[src/rtl/deser_lane_sched_pkg.sv]
// Shared types and width helpers for the lane scheduler in front of the shared deserializer.
package deser_sched_pkg;

  typedef enum logic [1:0] {
    IDLE_S  = 2'd0,
    XFER_S  = 2'd1,
    WAIT_S  = 2'd2,
    ABORT_S = 2'd3
  } state_e;

  // Index width for n items, never narrower than one bit.
  function automatic int unsigned idx_w(input int unsigned n);
    return (n < 2) ? 1 : $clog2(n);
  endfunction

  // Width of a counter that must hold the value n itself.
  function automatic int unsigned cnt_w(input int unsigned n);
    return (n < 1) ? 1 : $clog2(n + 1);
  endfunction

endpackage

[src/rtl/deser_lane_sched_rr_arbiter.sv]
// Combinational round-robin pick: first requester at or after ptr_i, cyclically.
module rr_arbiter
  import deser_sched_pkg::*;
#(
  parameter  int unsigned NUM_LANES = 4,
  localparam int unsigned LANE_W    = idx_w(NUM_LANES)
) (
  input  logic [NUM_LANES-1:0] req_i,
  input  logic [LANE_W-1:0]    ptr_i,
  output logic [NUM_LANES-1:0] gnt_o,
  output logic [LANE_W-1:0]    idx_o,
  output logic                 any_o
);

  int unsigned       cand;
  logic [LANE_W-1:0] cand_idx;
  logic              found;

  // Explicit wrap keeps the search correct for non-power-of-2 lane counts.
  always_comb begin
    gnt_o    = '0;
    idx_o    = '0;
    found    = 1'b0;
    cand     = 0;
    cand_idx = '0;
    for (int unsigned i = 0; i < NUM_LANES; i++) begin
      cand = 32'(ptr_i) + i;
      if (cand >= NUM_LANES) cand = cand - NUM_LANES;
      cand_idx = LANE_W'(cand);
      if (!found && req_i[cand_idx]) begin
        found           = 1'b1;
        gnt_o[cand_idx] = 1'b1;
        idx_o           = cand_idx;
      end
    end
  end

  assign any_o = |req_i;

endmodule

[src/rtl/deser_lane_sched.sv]
// Round-robin scheduler sharing one serial-to-parallel deserializer among NUM_LANES serial lanes.
module deser_lane_sched
  import deser_sched_pkg::*;
#(
  parameter  int unsigned NUM_LANES      = 4,
  parameter  int unsigned DATA_BUS_WIDTH = 16,
  parameter  int unsigned DONE_TIMEOUT   = 8,
  localparam int unsigned LANE_W         = idx_w(NUM_LANES)
) (
  input  logic                      clk_i,
  input  logic                      srst_n_i,
  input  logic [NUM_LANES-1:0]      lane_req_i,
  output logic [NUM_LANES-1:0]      lane_gnt_o,
  input  logic [NUM_LANES-1:0]      lane_data_i,
  input  logic [NUM_LANES-1:0]      lane_data_val_i,
  output logic                      deser_srst_o,
  output logic                      deser_data_o,
  output logic                      deser_data_val_o,
  input  logic [DATA_BUS_WIDTH-1:0] deser_word_i,
  input  logic                      deser_word_val_i,
  output logic [DATA_BUS_WIDTH-1:0] word_o,
  output logic [LANE_W-1:0]         word_lane_o,
  output logic                      word_val_o,
  output logic                      timeout_o
);

  localparam int unsigned       BIT_W     = cnt_w(DATA_BUS_WIDTH);
  localparam int unsigned       TMO_W     = cnt_w(DONE_TIMEOUT);
  localparam logic [BIT_W-1:0]  LAST_BIT  = BIT_W'(DATA_BUS_WIDTH - 1);
  localparam logic [LANE_W-1:0] LAST_LANE = LANE_W'(NUM_LANES - 1);

  state_e                    state_q;
  logic [LANE_W-1:0]         rr_ptr_q;
  logic [LANE_W-1:0]         sel_q;
  logic [NUM_LANES-1:0]      gnt_q;
  logic [BIT_W-1:0]          bit_cnt_q;
  logic [TMO_W-1:0]          wait_cnt_q;
  logic [DATA_BUS_WIDTH-1:0] word_q;
  logic [LANE_W-1:0]         word_lane_q;
  logic                      word_val_q;
  logic                      timeout_q;

  logic [NUM_LANES-1:0]      arb_gnt;
  logic [LANE_W-1:0]         arb_idx;
  logic                      arb_any;
  logic [LANE_W-1:0]         sel_next;
  logic                      xfer;
  logic                      bit_val;

  rr_arbiter #(.NUM_LANES(NUM_LANES)) u_arb (
    .req_i (lane_req_i),
    .ptr_i (rr_ptr_q),
    .gnt_o (arb_gnt),
    .idx_o (arb_idx),
    .any_o (arb_any)
  );

  assign sel_next = (sel_q == LAST_LANE) ? '0 : sel_q + LANE_W'(1);

  // Only the granted lane reaches the deserializer, and only while transferring.
  assign xfer             = (state_q == XFER_S);
  assign bit_val          = xfer & lane_data_val_i[sel_q];
  assign deser_data_val_o = bit_val;
  assign deser_data_o     = xfer & lane_data_i[sel_q];
  assign deser_srst_o     = ~srst_n_i | (state_q == ABORT_S);

  always_ff @(posedge clk_i) begin
    if (!srst_n_i) begin
      state_q     <= IDLE_S;
      rr_ptr_q    <= '0;
      sel_q       <= '0;
      gnt_q       <= '0;
      bit_cnt_q   <= '0;
      wait_cnt_q  <= '0;
      word_q      <= '0;
      word_lane_q <= '0;
      word_val_q  <= 1'b0;
      timeout_q   <= 1'b0;
    end else begin
      word_val_q <= 1'b0;
      timeout_q  <= 1'b0;
      unique case (state_q)
        IDLE_S: begin
          if (arb_any) begin
            sel_q     <= arb_idx;
            gnt_q     <= arb_gnt;
            bit_cnt_q <= '0;
            state_q   <= XFER_S;
          end
        end
        XFER_S: begin
          if (bit_val) begin
            if (bit_cnt_q == LAST_BIT) begin
              gnt_q      <= '0;
              bit_cnt_q  <= '0;
              wait_cnt_q <= TMO_W'(DONE_TIMEOUT);
              state_q    <= WAIT_S;
            end else begin
              bit_cnt_q <= bit_cnt_q + BIT_W'(1);
            end
          end
        end
        WAIT_S: begin
          if (deser_word_val_i) begin
            word_q      <= deser_word_i;
            word_lane_q <= sel_q;
            word_val_q  <= 1'b1;
            rr_ptr_q    <= sel_next;
            state_q     <= IDLE_S;
          end else if (wait_cnt_q <= TMO_W'(1)) begin
            // timeout_o is raised here so it lines up with the ABORT_S cycle.
            wait_cnt_q <= '0;
            timeout_q  <= 1'b1;
            state_q    <= ABORT_S;
          end else begin
            wait_cnt_q <= wait_cnt_q - TMO_W'(1);
          end
        end
        ABORT_S: begin
          rr_ptr_q <= sel_next;
          state_q  <= IDLE_S;
        end
        default: state_q <= IDLE_S;
      endcase
    end
  end

  assign lane_gnt_o  = gnt_q;
  assign word_o      = word_q;
  assign word_lane_o = word_lane_q;
  assign word_val_o  = word_val_q;
  assign timeout_o   = timeout_q;

endmodule

[config.mk]
export PLATFORM = sky130hd
export DESIGN_NAME = deser_lane_sched
export DESIGN_NICKNAME = d
export VERILOG_FILES = /design/src/rtl/deser_lane_sched_pkg.sv /design/src/rtl/deser_lane_sched_rr_arbiter.sv /design/src/rtl/deser_lane_sched.sv
export SDC_FILE = /design/constraint.sdc
export NUM_CORES = 1
export LEC_CHECK = 0
export BUFFER_PORTS_ARGS = -buffer_cell sky130_fd_sc_hd__buf_2
export CORE_MARGIN = 2
export CORE_UTILIZATION = 55
export CTS_CLUSTER_SIZE = 24
export DETAILED_ROUTE_END_ITERATION = 12
export PLACE_DENSITY = 0.84
export SLEW_MARGIN = 10
export SYNTH_ARGS = -nofsm -noshare
export SYNTH_HDL_FRONTEND = slang
export SYNTH_SLANG_ARGS = --single-unit
[constraint.sdc]
create_clock -name clk_i -period 7.8 [get_ports clk_i]
set_input_delay 0.39 -clock clk_i [delete_from_list [all_inputs] [get_ports clk_i]]
set_output_delay 0.39 -clock clk_i [all_outputs]
set_load 0.1 [all_outputs]
==> metrics list <==
* Ratio of total power to cell area: 170 nW/µm²
- FF+latch count, synth: 39
- Core ar.: 3970 µm²
* Path class of the lowest-slack min-delay path: input port to register
* Post-placement setup slack: 4980 ps
* Mapped cell area: 2250 µm²
- The later pin in the worst-skew pair is clocked with a latency of 290 ps.
- For this run, the leading register cell type out of synthesis is sky130_fd_sc_hd__dfxtp_1.
- Hold repair after CTS inserted 0 buffers.
- The analysis attributes to cell leakage a power of 1.08 nW.
- Input and output buffers added on the ports amount to 57.
- Dividing the detail-routed wire length by the instance count gives 13.6 µm.
- Routed via count divided by cell count: 5.68
- The worst setup path is captured at a register.
* Max-slew headroom at the worst pin: 50.4%
- Run status: completed
* Average instance area after synthesis: 8.23 µm²
- Once detail routing completed, the nets flagged for antenna violations numbered 0.
- Summed over all instances, the cell type with the most area after synthesis is sky130_fd_sc_hd__dfxtp_1.
- Root buffer cell: sky130_fd_sc_hd__clkbuf_8
- Type of origin of the critical path: register
- The first TritonRoute pass finished after 4 iterations.
- In this run the worst path has a maximum fanout of 20.
- Setup Buffers After CTS: 0
* Number of sinks on the clock net: 39
* Number of top-level pins: 58
- The number of antenna diodes in the final layout is 0.
- Slew at the pin with the worst max-slew slack: 743 ps
- Remaining DRCs: 0
* Count of unique library cells instantiated by Yosys: 50
- Global-route usage over all layers: 22.5%
* Total via count after detailed routing: 2124
* Reg clk slew, reported paths: 70 ps
* Number of antenna violations at the first check in global routing: 0
* H-tree Lvls: 2
- Total of warnings raised by yosys: 0
- After the last flow step, the layout net total stands at 365.
* Total length of routed wires: 5090 µm
- In the post-synthesis netlist, the cell with the most instances is sky130_fd_sc_hd__nand2_1.
* Max-slew violation count: 0
- Width of the chip: 68.0 µm
- Summed over its instances, the top area cell type makes up 34.6% of the synthesized netlist area.
* Floorplan die area: 4630 µm²
- Setup violations remaining at the end of the flow were counted as 0.
- The hold violation total from the final report is 0.
- Cells with a size suffix above 1 make up 25.6% of the layout.
- Worst setup margin: 4990 ps
- Vertical die dimension: 68.0 µm
- Between clock sinks in the finished design, the worst skew comes to 2.32 ps.
- Data required time at the worst endpoint: 8020 ps
- Counting instances in the post-synthesis netlist gives the leading cell types as sky130_fd_sc_hd__nand2_1 (53), sky130_fd_sc_hd__dfxtp_1 (39), sky130_fd_sc_hd__nor2_1 (24), sky130_fd_sc_hd__a21oi_1 (19), sky130_fd_sc_hd__a21boi_0 (17).
* First-pass GRT wire length: 8000 µm
- Site Rows: 23
- Yosys mapped a number of flops with a built-in enable equal to 0.
* FF-to-FF setup slack: 4990 ps
- Number of global-route vias before repair: 1802
* Post-cts gate resize count: 0
- Fmax: 356 MHz
- Sequential element share of the synthesized area: 34.6%
- Once the floorplan was initialized, standard cells occupied 56.8% of the core.
- Final Critical Period: 2810 ps
- Counting flops with an async set or reset pin after synthesis yields a share of 0%.
- The filler cells instantiated in the layout total 338.
- Half-perimeter wire length of the detailed placement result: 3560 µm
- CP arrival: 3030 ps
- RSZ-0062 raised after global routing: false
- In the synthesized netlist, the number of instances is 274.
- Sum Neg Setup Slack: 0 ps
* CTS tree: built
- For this block, the initial DRC count from the detailed router was 134.
- After layout, the worst path uses 36.1% of the clock period.
* Top cells by area, synth: sky130_fd_sc_hd__dfxtp_1 (35%), sky130_fd_sc_hd__nand2_1 (8.8%), sky130_fd_sc_hd__ha_1 (6.1%)
- The critical path is of the register to register type.
- Entering global routing, the biggest net connects 33 pins.
- Routability-driven placement finished with a final weighted congestion of 0.868.
- The tool flagged a number of max-cap violations equal to 0.
- Layout overhead on the synthesized area: 17.7%
- The number of nets handed over by synthesis was 316.
* Global route overflow: 0
* Largest voltage drop on the vdd net: 94.3 µV
* Maximum clock insertion buffer count: 2
- The number of clock buffers added by TritonCTS is 5.
## cell usage in the layout (no fill, tap or decap), types with 4 or more instances in the layout
cell type	n
sky130_fd_sc_hd__dfxtp_1	39
sky130_fd_sc_hd__a21oi_1	19
sky130_fd_sc_hd__inv_1	6
sky130_fd_sc_hd__nor3_1	9
sky130_fd_sc_hd__buf_2	57
sky130_fd_sc_hd__o21ai_0	12
sky130_fd_sc_hd__a21boi_0	17
sky130_fd_sc_hd__o22ai_1	4
sky130_fd_sc_hd__ha_1	11
sky130_fd_sc_hd__clkbuf_8	6
sky130_fd_sc_hd__nand3_1	5
sky130_fd_sc_hd__mux2_2	4
sky130_fd_sc_hd__nand2_1	53
sky130_fd_sc_hd__nor2_1	24
## final cells by class
class	instances	area [µm²]	area share [%]
inverters	6	22.5	0.849
repair buffers	57	285	10.7
clock buffers	6	82.6	3.11
multi-input cells	214	1390	52.2
well taps	50	62.6	2.36
clock inverters	2	35.0	1.32
flip-flops and latches	39	781	29.4
## cell families (layout without fill, tap and decap cells)
logic type | after synthesis | after routing | synth area share, %
fa+ha+maj | 11 | 11 | 6.10
compound gates | 73 | 73 | 22.2
mux | 11 | 11 | 7.49
buf+inv | 21 | 71 | 3.94
simple gates | 119 | 119 | 25.6
flops | 39 | 39 | 34.6
## flip-flops by register name, summed over array words and instances (netlist names)
register	cells
word_val_o	1
sel_q	2
word_lane_o	2
word_o	16
lane_gnt_o	4
bit_cnt_q	5
rr_ptr_q	2
timeout_o	1
state_q	2
wait_cnt_q	4
## worst paths after layout
check	from	to	cells after the start
worst max-delay path	rr_ptr_q[0]	sel_q[1]	7
worst min-delay path	deser_word_i[14]	word_o[14]	3
worst max register to register	rr_ptr_q[0]	sel_q[1]	7
worst min register to register	bit_cnt_q[4]	bit_cnt_q[4]	2
## power breakdown
part           internal [W]  leakage [nW]  switching [W]
Clock              0.000103        0.0612      0.0000680
Sequential         0.000203         0.316     0.00000409
Combinational     0.0000235         0.708      0.0000493
Total              0.000330          1.08       0.000121
## per-stage QoR
stage	std cells	cell area (µm²)	utilization, %	hold slack (ps)	total power [W]
floorplan	274	2250	-	411	0.000266
global placement	366	2540	63.9	421	0.000282
detailed placement	366	2540	63.9	422	0.000283
CTS	374	2650	66.8	331	0.000454
global route	374	2650	66.8	334	0.000469
finish	374	2650	66.8	334	0.000451
## worst max-delay path, cell delays in order (launching register included)
cell and delay (ps):
sky130_fd_sc_hd__dfxtp_1 810, sky130_fd_sc_hd__inv_1 220, sky130_fd_sc_hd__ha_1 610, sky130_fd_sc_hd__nand2_1 110, sky130_fd_sc_hd__or4b_1 510, sky130_fd_sc_hd__nand3_1 230, sky130_fd_sc_hd__a22oi_1 100, sky130_fd_sc_hd__o22ai_1 150
## metal layers
layer | GRT usage (%) | vias up | share of wire, % | routed length [µm]
met4 | 7.25 | 0 | 0.86 | 44
met2 | 37.6 | 64 | 46 | 2360
met1 | 28.6 | 986 | 46 | 2370
met5 | 0 | - | 0 | 0
li1 | - | 1070 | - | -
met3 | 4.93 | 4 | 6.2 | 316
No activity file was read; power rests on OpenSTA's default activity.
